`src/rtl/riscv_pkg.sv`:
```
// Shared encodings for the multicycle execute core: ALU operation codes and
// the control FSM states.
package riscv_pkg;

  typedef enum logic [3:0] {
    ALU_ADD  = 4'd0,
    ALU_SUB  = 4'd1,
    ALU_AND  = 4'd2,
    ALU_OR   = 4'd3,
    ALU_XOR  = 4'd4,
    ALU_SLL  = 4'd5,
    ALU_SRL  = 4'd6,
    ALU_SRA  = 4'd7,
    ALU_SLT  = 4'd8,
    ALU_SLTU = 4'd9
  } alu_op_e;

  typedef enum logic [1:0] {
    ST_IDLE = 2'd0,
    ST_READ = 2'd1,
    ST_EXEC = 2'd2,
    ST_WB   = 2'd3
  } state_e;

endpackage

```
`src/rtl/alu_param.sv`:
```
// Combinational XLEN-wide ALU; unassigned opcodes produce zero and shifts use
// only the low log2(XLEN) bits of the second operand.
module alu_param
  import riscv_pkg::*;
#(
  parameter int XLEN = 32
) (
  input  logic [3:0]      op,
  input  logic [XLEN-1:0] a,
  input  logic [XLEN-1:0] b,
  output logic [XLEN-1:0] y
);

  localparam int SHW = $clog2(XLEN);

  logic [SHW-1:0] shamt_s;
  assign shamt_s = b[SHW-1:0];

  // Operation select
  always_comb begin
    y = '0;
    case (alu_op_e'(op))
      ALU_ADD:  y = a + b;
      ALU_SUB:  y = a - b;
      ALU_AND:  y = a & b;
      ALU_OR:   y = a | b;
      ALU_XOR:  y = a ^ b;
      ALU_SLL:  y = a << shamt_s;
      ALU_SRL:  y = a >> shamt_s;
      ALU_SRA:  y = $signed(a) >>> shamt_s;
      ALU_SLT:  y = {{(XLEN-1){1'b0}}, ($signed(a) < $signed(b))};
      ALU_SLTU: y = {{(XLEN-1){1'b0}}, (a < b)};
      default:  y = '0;
    endcase
  end

endmodule

```
`src/rtl/multicycle_exec_core.sv`:
```
// Multicycle execute core: one operation at a time through IDLE/READ/EXEC/WB,
// with a local register file (x0 hardwired to zero) and PC sequencing.
module multicycle_exec_core
  import riscv_pkg::*;
#(
  parameter int              XLEN     = 32,
  parameter int              NREGS    = 32,
  parameter logic [XLEN-1:0] PC_RESET = '0
) (
  input  logic                     clk,
  input  logic                     reset,
  input  logic                     req_valid,
  output logic                     req_ready,
  input  logic [$clog2(NREGS)-1:0] rs1_addr,
  input  logic [$clog2(NREGS)-1:0] rs2_addr,
  input  logic [$clog2(NREGS)-1:0] rd_addr,
  input  logic [XLEN-1:0]          imm,
  input  logic                     use_imm,
  input  logic                     is_branch,
  input  logic [3:0]               alu_op,
  input  logic [XLEN-1:0]          pc_in,
  input  logic                     pc_load,
  output logic                     rsp_valid,
  input  logic                     rsp_ready,
  output logic [XLEN-1:0]          rsp_result,
  output logic [XLEN-1:0]          pc_out
);

  localparam int              AW     = $clog2(NREGS);
  localparam logic [XLEN-1:0] PC_INC = XLEN'(32'd4);

  state_e          state_r, state_nx_s;
  logic [AW-1:0]   rs1_idx_r, rs2_idx_r, rd_idx_r;
  logic [XLEN-1:0] imm_r;
  logic            use_imm_r, is_branch_r;
  logic [3:0]      alu_op_r;
  logic [XLEN-1:0] rs1_val_r, rs2_val_r;
  logic [XLEN-1:0] rsp_result_r;
  logic            rsp_valid_r;
  logic [XLEN-1:0] pc_r;
  logic [XLEN-1:0] regs_r [NREGS];
  logic [XLEN-1:0] alu_y_s;
  logic            accept_s, wb_done_s;

  assign req_ready  = (state_r == ST_IDLE) && !pc_load;
  assign accept_s   = req_valid && req_ready;
  assign wb_done_s  = (state_r == ST_WB) && rsp_ready;
  assign rsp_valid  = rsp_valid_r;
  assign rsp_result = rsp_result_r;
  assign pc_out     = pc_r;

  alu_param #(.XLEN(XLEN)) u_alu (
    .op (alu_op_r),
    .a  (rs1_val_r),
    .b  (use_imm_r ? imm_r : rs2_val_r),
    .y  (alu_y_s)
  );

  // FSM state register
  always_ff @(posedge clk or posedge reset) begin
    if (reset) state_r <= ST_IDLE;
    else       state_r <= state_nx_s;
  end

  // FSM next-state logic
  always_comb begin
    state_nx_s = state_r;
    case (state_r)
      ST_IDLE: begin
        if (accept_s) state_nx_s = ST_READ;
        else          state_nx_s = ST_IDLE;
      end
      ST_READ: state_nx_s = ST_EXEC;
      ST_EXEC: state_nx_s = ST_WB;
      ST_WB: begin
        if (rsp_ready) state_nx_s = ST_IDLE;
        else           state_nx_s = ST_WB;
      end
      default: state_nx_s = ST_IDLE;
    endcase
  end

  // Capture request fields on accept
  always_ff @(posedge clk or posedge reset) begin
    if (reset) begin
      rs1_idx_r   <= '0;
      rs2_idx_r   <= '0;
      rd_idx_r    <= '0;
      imm_r       <= '0;
      use_imm_r   <= 1'b0;
      is_branch_r <= 1'b0;
      alu_op_r    <= 4'd0;
    end else if (accept_s) begin
      rs1_idx_r   <= rs1_addr;
      rs2_idx_r   <= rs2_addr;
      rd_idx_r    <= rd_addr;
      imm_r       <= imm;
      use_imm_r   <= use_imm;
      is_branch_r <= is_branch;
      alu_op_r    <= alu_op;
    end
  end

  // Operand fetch in READ; index 0 is forced to zero regardless of storage
  always_ff @(posedge clk or posedge reset) begin
    if (reset) begin
      rs1_val_r <= '0;
      rs2_val_r <= '0;
    end else if (state_r == ST_READ) begin
      rs1_val_r <= (rs1_idx_r == '0) ? '0 : regs_r[rs1_idx_r];
      rs2_val_r <= (rs2_idx_r == '0) ? '0 : regs_r[rs2_idx_r];
    end
  end

  // Result register: loaded in EXEC, held through WB until handshake
  always_ff @(posedge clk or posedge reset) begin
    if (reset) begin
      rsp_result_r <= '0;
      rsp_valid_r  <= 1'b0;
    end else if (state_r == ST_EXEC) begin
      rsp_result_r <= alu_y_s;
      rsp_valid_r  <= 1'b1;
    end else if (wb_done_s) begin
      rsp_valid_r  <= 1'b0;
    end
  end

  // Register file write-back; branches and x0 targets leave the file untouched
  always_ff @(posedge clk or posedge reset) begin
    if (reset) begin
      for (int i = 0; i < NREGS; i++) regs_r[i] <= '0;
    end else if (wb_done_s && !is_branch_r && (rd_idx_r != '0)) begin
      regs_r[rd_idx_r] <= rsp_result_r;
    end
  end

  // Program counter: explicit load only while idle, otherwise advance at WB
  always_ff @(posedge clk or posedge reset) begin
    if (reset) begin
      pc_r <= PC_RESET;
    end else if ((state_r == ST_IDLE) && pc_load) begin
      pc_r <= pc_in;
    end else if (wb_done_s) begin
      if (is_branch_r && (rsp_result_r != '0)) pc_r <= pc_r + imm_r;
      else                                     pc_r <= pc_r + PC_INC;
    end
  end

endmodule

```
`config.mk`:
```
export PLATFORM = sky130hd
export DESIGN_NAME = multicycle_exec_core
export DESIGN_NICKNAME = d
export VERILOG_FILES = /design/src/rtl/riscv_pkg.sv /design/src/rtl/alu_param.sv /design/src/rtl/multicycle_exec_core.sv
export SDC_FILE = /design/constraint.sdc
export NUM_CORES = 2
export LEC_CHECK = 0
export CAP_MARGIN = 20
export CORE_MARGIN = 4
export CORE_UTILIZATION = 30
export DETAILED_ROUTE_END_ITERATION = 10
export MAX_ROUTING_LAYER = met4
export PLACE_DENSITY = 0.46
export SYNTH_ARGS = -nofsm -noshare
export SYNTH_HDL_FRONTEND = slang
export SYNTH_SLANG_ARGS = --single-unit
```
`constraint.sdc`:
```
create_clock -name clk -period 47.2 [get_ports clk]
set_input_delay 14.16 -clock clk [delete_from_list [all_inputs] [get_ports clk]]
set_output_delay 14.16 -clock clk [all_outputs]
set_load 0.05 [all_outputs]
```
Word level (Yosys, flattened, before mapping)
Cells that the tools add are included.
{ "word_totals": {"ff_bits": 1208, "latch_bits": 0, "ramBits": 0, "romBits": 0, "output_inout_bits": 66, "word_cells": 115, "mem_count": 0} }
{ "classes": {"add_sub_neg": 4, "mul": 0, "div_mod_pow": 0, "magnitude_cmp": 6, "n_eq_ne": 12, "shifts": 3, "mux": 21, "bitwise": 6, "reduce_logical": 18} }
{ "ops": {"columns": ["operator", "n"], "rows": [
  ["bitwise mux 1024 bit", 1],
  ["two-way mux 32 bit", 11],
  ["binary-select mux 32 bit (select 5 bit)", 2],
  ["one-hot mux 32 bit (10 select lines)", 1],
  ["demux 32 bit (select 5 bit)", 1],
  ["adder 32 bit", 2],
  ["< comparator 32 bit", 2],
  ["adder 32 x 3 -> 32 bit, second input constant", 1],
  ["AND 32 bit", 1],
  ["OR 32 bit", 1],
  ["nonzero test 32 bit", 1],
  ["<< shifter 32 x 5 -> 32 bit", 1],
  [">> shifter 32 x 5 -> 32 bit", 1],
  [">>> shifter 32 x 5 -> 32 bit", 1],
  ["subtractor 32 bit", 1],
  ["bitwise XOR 32 bit", 1],
  ["greater-or-equal comparator 6 bit, second input constant", 3],
  ["NOT 5 -> 6 bit", 3],
  ["equality test 4 x 3 -> 1 bit, second input constant", 4],
  ["logical NOT 5 bit", 2],
  ["equality test 4 x 2 -> 1 bit, second input constant", 2],
  ["equality test 4 bit, second input constant", 2],
  ["logical AND 1 bit", 8],
  ["one-hot mux 2 bit (4 select lines)", 1],
  ["11 further kinds", 16]
]} }

Depth between registers and ports, before layout
{ "logic_depth": {"depth_word": 6, "ltp_mapped": 18, "mapped_depth_nobuf": 14} }

Hierarchy
Synthesis repeated with hierarchy kept, for this count alone.
{ "unflattened": {"cells_unflattened": 6312, "area_unflattened_um2": 72907.4} }
{ "by_module_without_submodules": {"columns": ["module", "instances", "cells_each", "area_per_inst_um2", "seq_area_each_um2"], "rows": [
  ["multicycle_exec_core", 1, 5075, 64408.0, 30229.0],
  ["alu_param", 1, 1237, 8499.4, 0.0]
]} }

Worst setup path before layout
Ideal clock, no wire load.
{ "synth_timing": {"path_type": "input port to output port", "from": "input pc_load", "to": "output req_ready", "arrival_ns": 15.235, "required_time_ns": 33.040, "slack_ns": 17.805, "stages": 1, "path_buffers": 0, "cell_sequence": "nor3_1"} }
{ "synth_via": {"elab_chain_len": 2} }
{ "synth_lines": {"columns": ["item", "line", "rtl"], "rows": [
  ["start, declared", "multicycle_exec_core.sv:22", "input logic pc_load,"],
  ["logical NOT 1 bit", "multicycle_exec_core.sv:45", "assign req_ready = (state_r == ST_IDLE) && !pc_load;"],
  ["logical AND 1 bit", "multicycle_exec_core.sv:45", null],
  ["end, declared", "multicycle_exec_core.sv:13", "output logic req_ready,"]
]} }
No other way between the ends.

Final worst setup path
Same ends and word-level chain as after synthesis.

==> results by group <==
Outcome
  • Status: finished, final reports clean

Drt
  • Final antenna-violating net count: 0
  • Vias: approximately 56000
  • Post-DR vias/cell: approximately 6
  • Pre-antenna DRT Iters: 9
  • DRT iter0 DRCs: 4801
  • WL/cell: around 30 µm
  • Drc violations: 0
  • DRT Wirelength: about 290000 µm

Timing
  • Clock skew: roughly 39 ps
  • Final worst slack: roughly 17000 ps
  • Setup violations, final: 0
  • RSZ-0062 raised after global routing: false
  • Fmax: between 30 and 40 MHz
  • Rel. slew slack: 0.120
  • Post-route minimum period: about 30000 ps
  • Worst Max-Slew Pin Slew: 1320 ps
  • Slew Limit Fails: 0
  • Final hold vios: 0
  • Post-route setup TNS: 0 ps
  • Final period utilization: 0.632

Power and ir drop
  • Int Power: just under 0.003 W
  • Leak: about 37 nW
  • Peak supply drop: between 0.00004 and 0.00005 V
  • Sw frac: 0.482
  • Clk network pwr share: 0.200
  • PwrDens: 68.6 nW/µm²
  • Comb pwr share: 0.531
  • Sw Pwr: 0.00273 W
  • Seq pwr share: 0.268

Synth
  • Post-synth top area cell: dfrtp_1
  • Syn Std Cell Area: approximately 73000 µm²
  • Most common cell in the netlist: dfrtp_1
  • Ys Warns: 0
  • Cell count after synthesis: ~6500
  • Post-synth EDFFs: 0
  • Primary FF master, synth: dfrtp_1
  • Top post-synthesis cells by count: dfrtp_1 (1208), mux2_2 (1160), a21oi_1 (527), mux2i_1 (519), clkbuf_1 (401)
  • Synth unique cells: 92
  • Seq/Total Area, Yosys: 0.413
  • Synth area leaders: dfrtp_1 (41%), mux2_2 (18%), mux4_2 (8.5%)
  • Synth async-reset ratio: 1.00
  • Flops & latches, synth: about 1200
  • Synth top area share: 0.413
  • Syn nets: 6685
  • Mean post-synth cell area: about 11 µm²

Critical path
  • Crit path kind: primary input to output pin
  • CP arrival: between 15000 and 20000 ps
  • Worst Path Required: about 33000 ps
  • CP endpoint kind: output pin
  • Worst setup SP type: primary input
  • Worst Path Max Fanout: 3
  • R2R setup slack: about 40000 ps

Placement
  • Hpwl dp: about 180000 µm
  • RePlAce Congestion: 0.972
  • Setup slack after placement: between 15000 and 20000 ps
  • IO buf count: ~160
  • Dpl cell area: a little under 80000 µm²

Clock tree
  • Sink Count: 1208
  • CTS Buf Count: roughly 140
  • H-Tree Depth: 4
  • CTS max path bufs: 3
  • Hold_buf cts: 0
  • Clk root buf: clkbuf_16
  • CTS tree: yes
  • Clock latency on the worst-skew pair: 820 ps
  • PostCTS Resize Cnt: 0
  • Post-CTS setup buffer count: 0
  • Clock transition at path regs: around 60 ps

Finish
  • Final Util: 0.341
  • Area delta synth->final: 13.0%
  • Fraction of layout instances using a drive strength above 1: 0.297
  • Design area: 82800 µm²
  • Nets@finish: 6525

Global routing
  • Vias in the first global route: 56800
  • Largest net degree at the start of global routing: 188
  • Total track usage: 0.233
  • GR Overflow Total: 0
  • First-pass GRT wire length: approximately 420000 µm
  • Initial antenna violation count: 13

Floorplanning
  • Core Area: approximately 240000 µm²
  • Die ar.: around 250000 µm²
  • Top Ports: between 150 and 200
  • Horiz. Die Dim: approximately 500 µm
  • Rows: ~180
  • Die Y: roughly 500 µm
  • Initial Utilization: 0.301

Worst hold path
  • Hold/Removal Path Class: flop to flop

Run
  • Max-Cap Viols: 0
-- sequential cells by signal, summed over array words and instances, names as in the netlist, 2 cells and up --
name        cells
regs_r       1024
rs1_idx_r       5
alu_op_r        4
rd_idx_r        5
pc_out         32
imm_r          32
rs1_val_r      32
rs2_idx_r       5
rsp_result     32
state_r         2
rs2_val_r      32
-- per-layer routing --
metal / up-vias / share of wire / global-route usage
met5: - / 0 / -
met4: 0 / 0.036 / 0.0780
met3: 497 / 0.055 / 0.0331
met2: 1925 / 0.47 / 0.371
met1: 29700 / 0.44 / 0.305
li1: 24100 / - / -
-- path summary, 6_finish.rpt --
check,start,to,cells after the start
worst min register to register,regs_r[1006],regs_r[1006],0
worst min-delay path,regs_r[1006],regs_r[1006],0
min in group asynchronous,reset,imm_r[5],2
worst max-delay path,pc_load,req_ready,3
worst max register to register,rs1_idx_r[0],rs1_val_r[20],12
max in group asynchronous,reset,rs1_idx_r[4],7
-- cells by family (layout without fill, tap and decap cells) --
| logic type | Yosys count | count (layout) | synth area share |
|---|---|---|---|
| compound gates | 1513 | 1513 | 0.128 |
| xor+xnor | 46 | 46 | 0.00550 |
| fa+ha+maj | 135 | 135 | 0.0234 |
| buf+inv | 734 | 681 | 0.0395 |
| flops | 1208 | 1208 | 0.413 |
| mux | 1976 | 1976 | 0.338 |
| other cells | 0 | 9 | 0 |
| simple gates | 848 | 848 | 0.0525 |
-- placed cells by master, fill, tap and decap left out, types with 33 or more instances in the layout --
cell	instances
mux2i_1	516
o22ai_1	185
nand2_1	275
a211oi_1	33
clkbuf_1	38
o21ai_0	295
nor2_1	227
a21oi_1	526
dfrtp_1	1197
nand3_1	63
clkdlybuf4s50_1	155
nor3_1	99
inv_1	108
mux2_2	1160
clkbuf_16	149
ha_1	132
o221ai_1	138
a31oi_1	33
o211ai_1	43
mux4_2	277
buf_4	145
-- cell type report --
cell class,count,area [µm²]
antenna,9,22.5
clock buffer,218,4300
clock inverter,35,423
fill,24000,160000
inverter,116,442
multi-input combinational,4518,40400
sequential,1208,30300
tap,3202,4010
timing repair buffer,312,2870
-- power groups by stage --
| stage | logic (W) | registers, W | clock network, W |
|---|---|---|---|
| finish | 0.00302 | 0.00152 | 0.00114 |
| global route | 0.00321 | 0.00155 | 0.00120 |
| CTS | 0.00299 | 0.00152 | 0.00117 |
| detailed placement | 0.00298 | 0.00154 | 0 |
| global placement | 0.00298 | 0.00153 | 0 |
| floorplan | 0.00198 | 0.00145 | 0 |
-- metrics by stage --
step | power (W) | hold WS, ps | instances
2_1_floorplan | 0.00342 | 449 | 6460
5_1_grt | 0.00596 | 414 | 9618
6_report | 0.00568 | 398 | 9618
3_5_place_dp | 0.00451 | 389 | 9355
4_1_cts | 0.00567 | 402 | 9608
3_3_place_gp | 0.00450 | 384 | 9354
-- critical path, stage by stage --
cell,delay [ps]
clkdlybuf4s50_1,450
nor3_1,200
clkdlybuf4s50_1,850
Note: power is estimated with default switching activity, not from simulation.
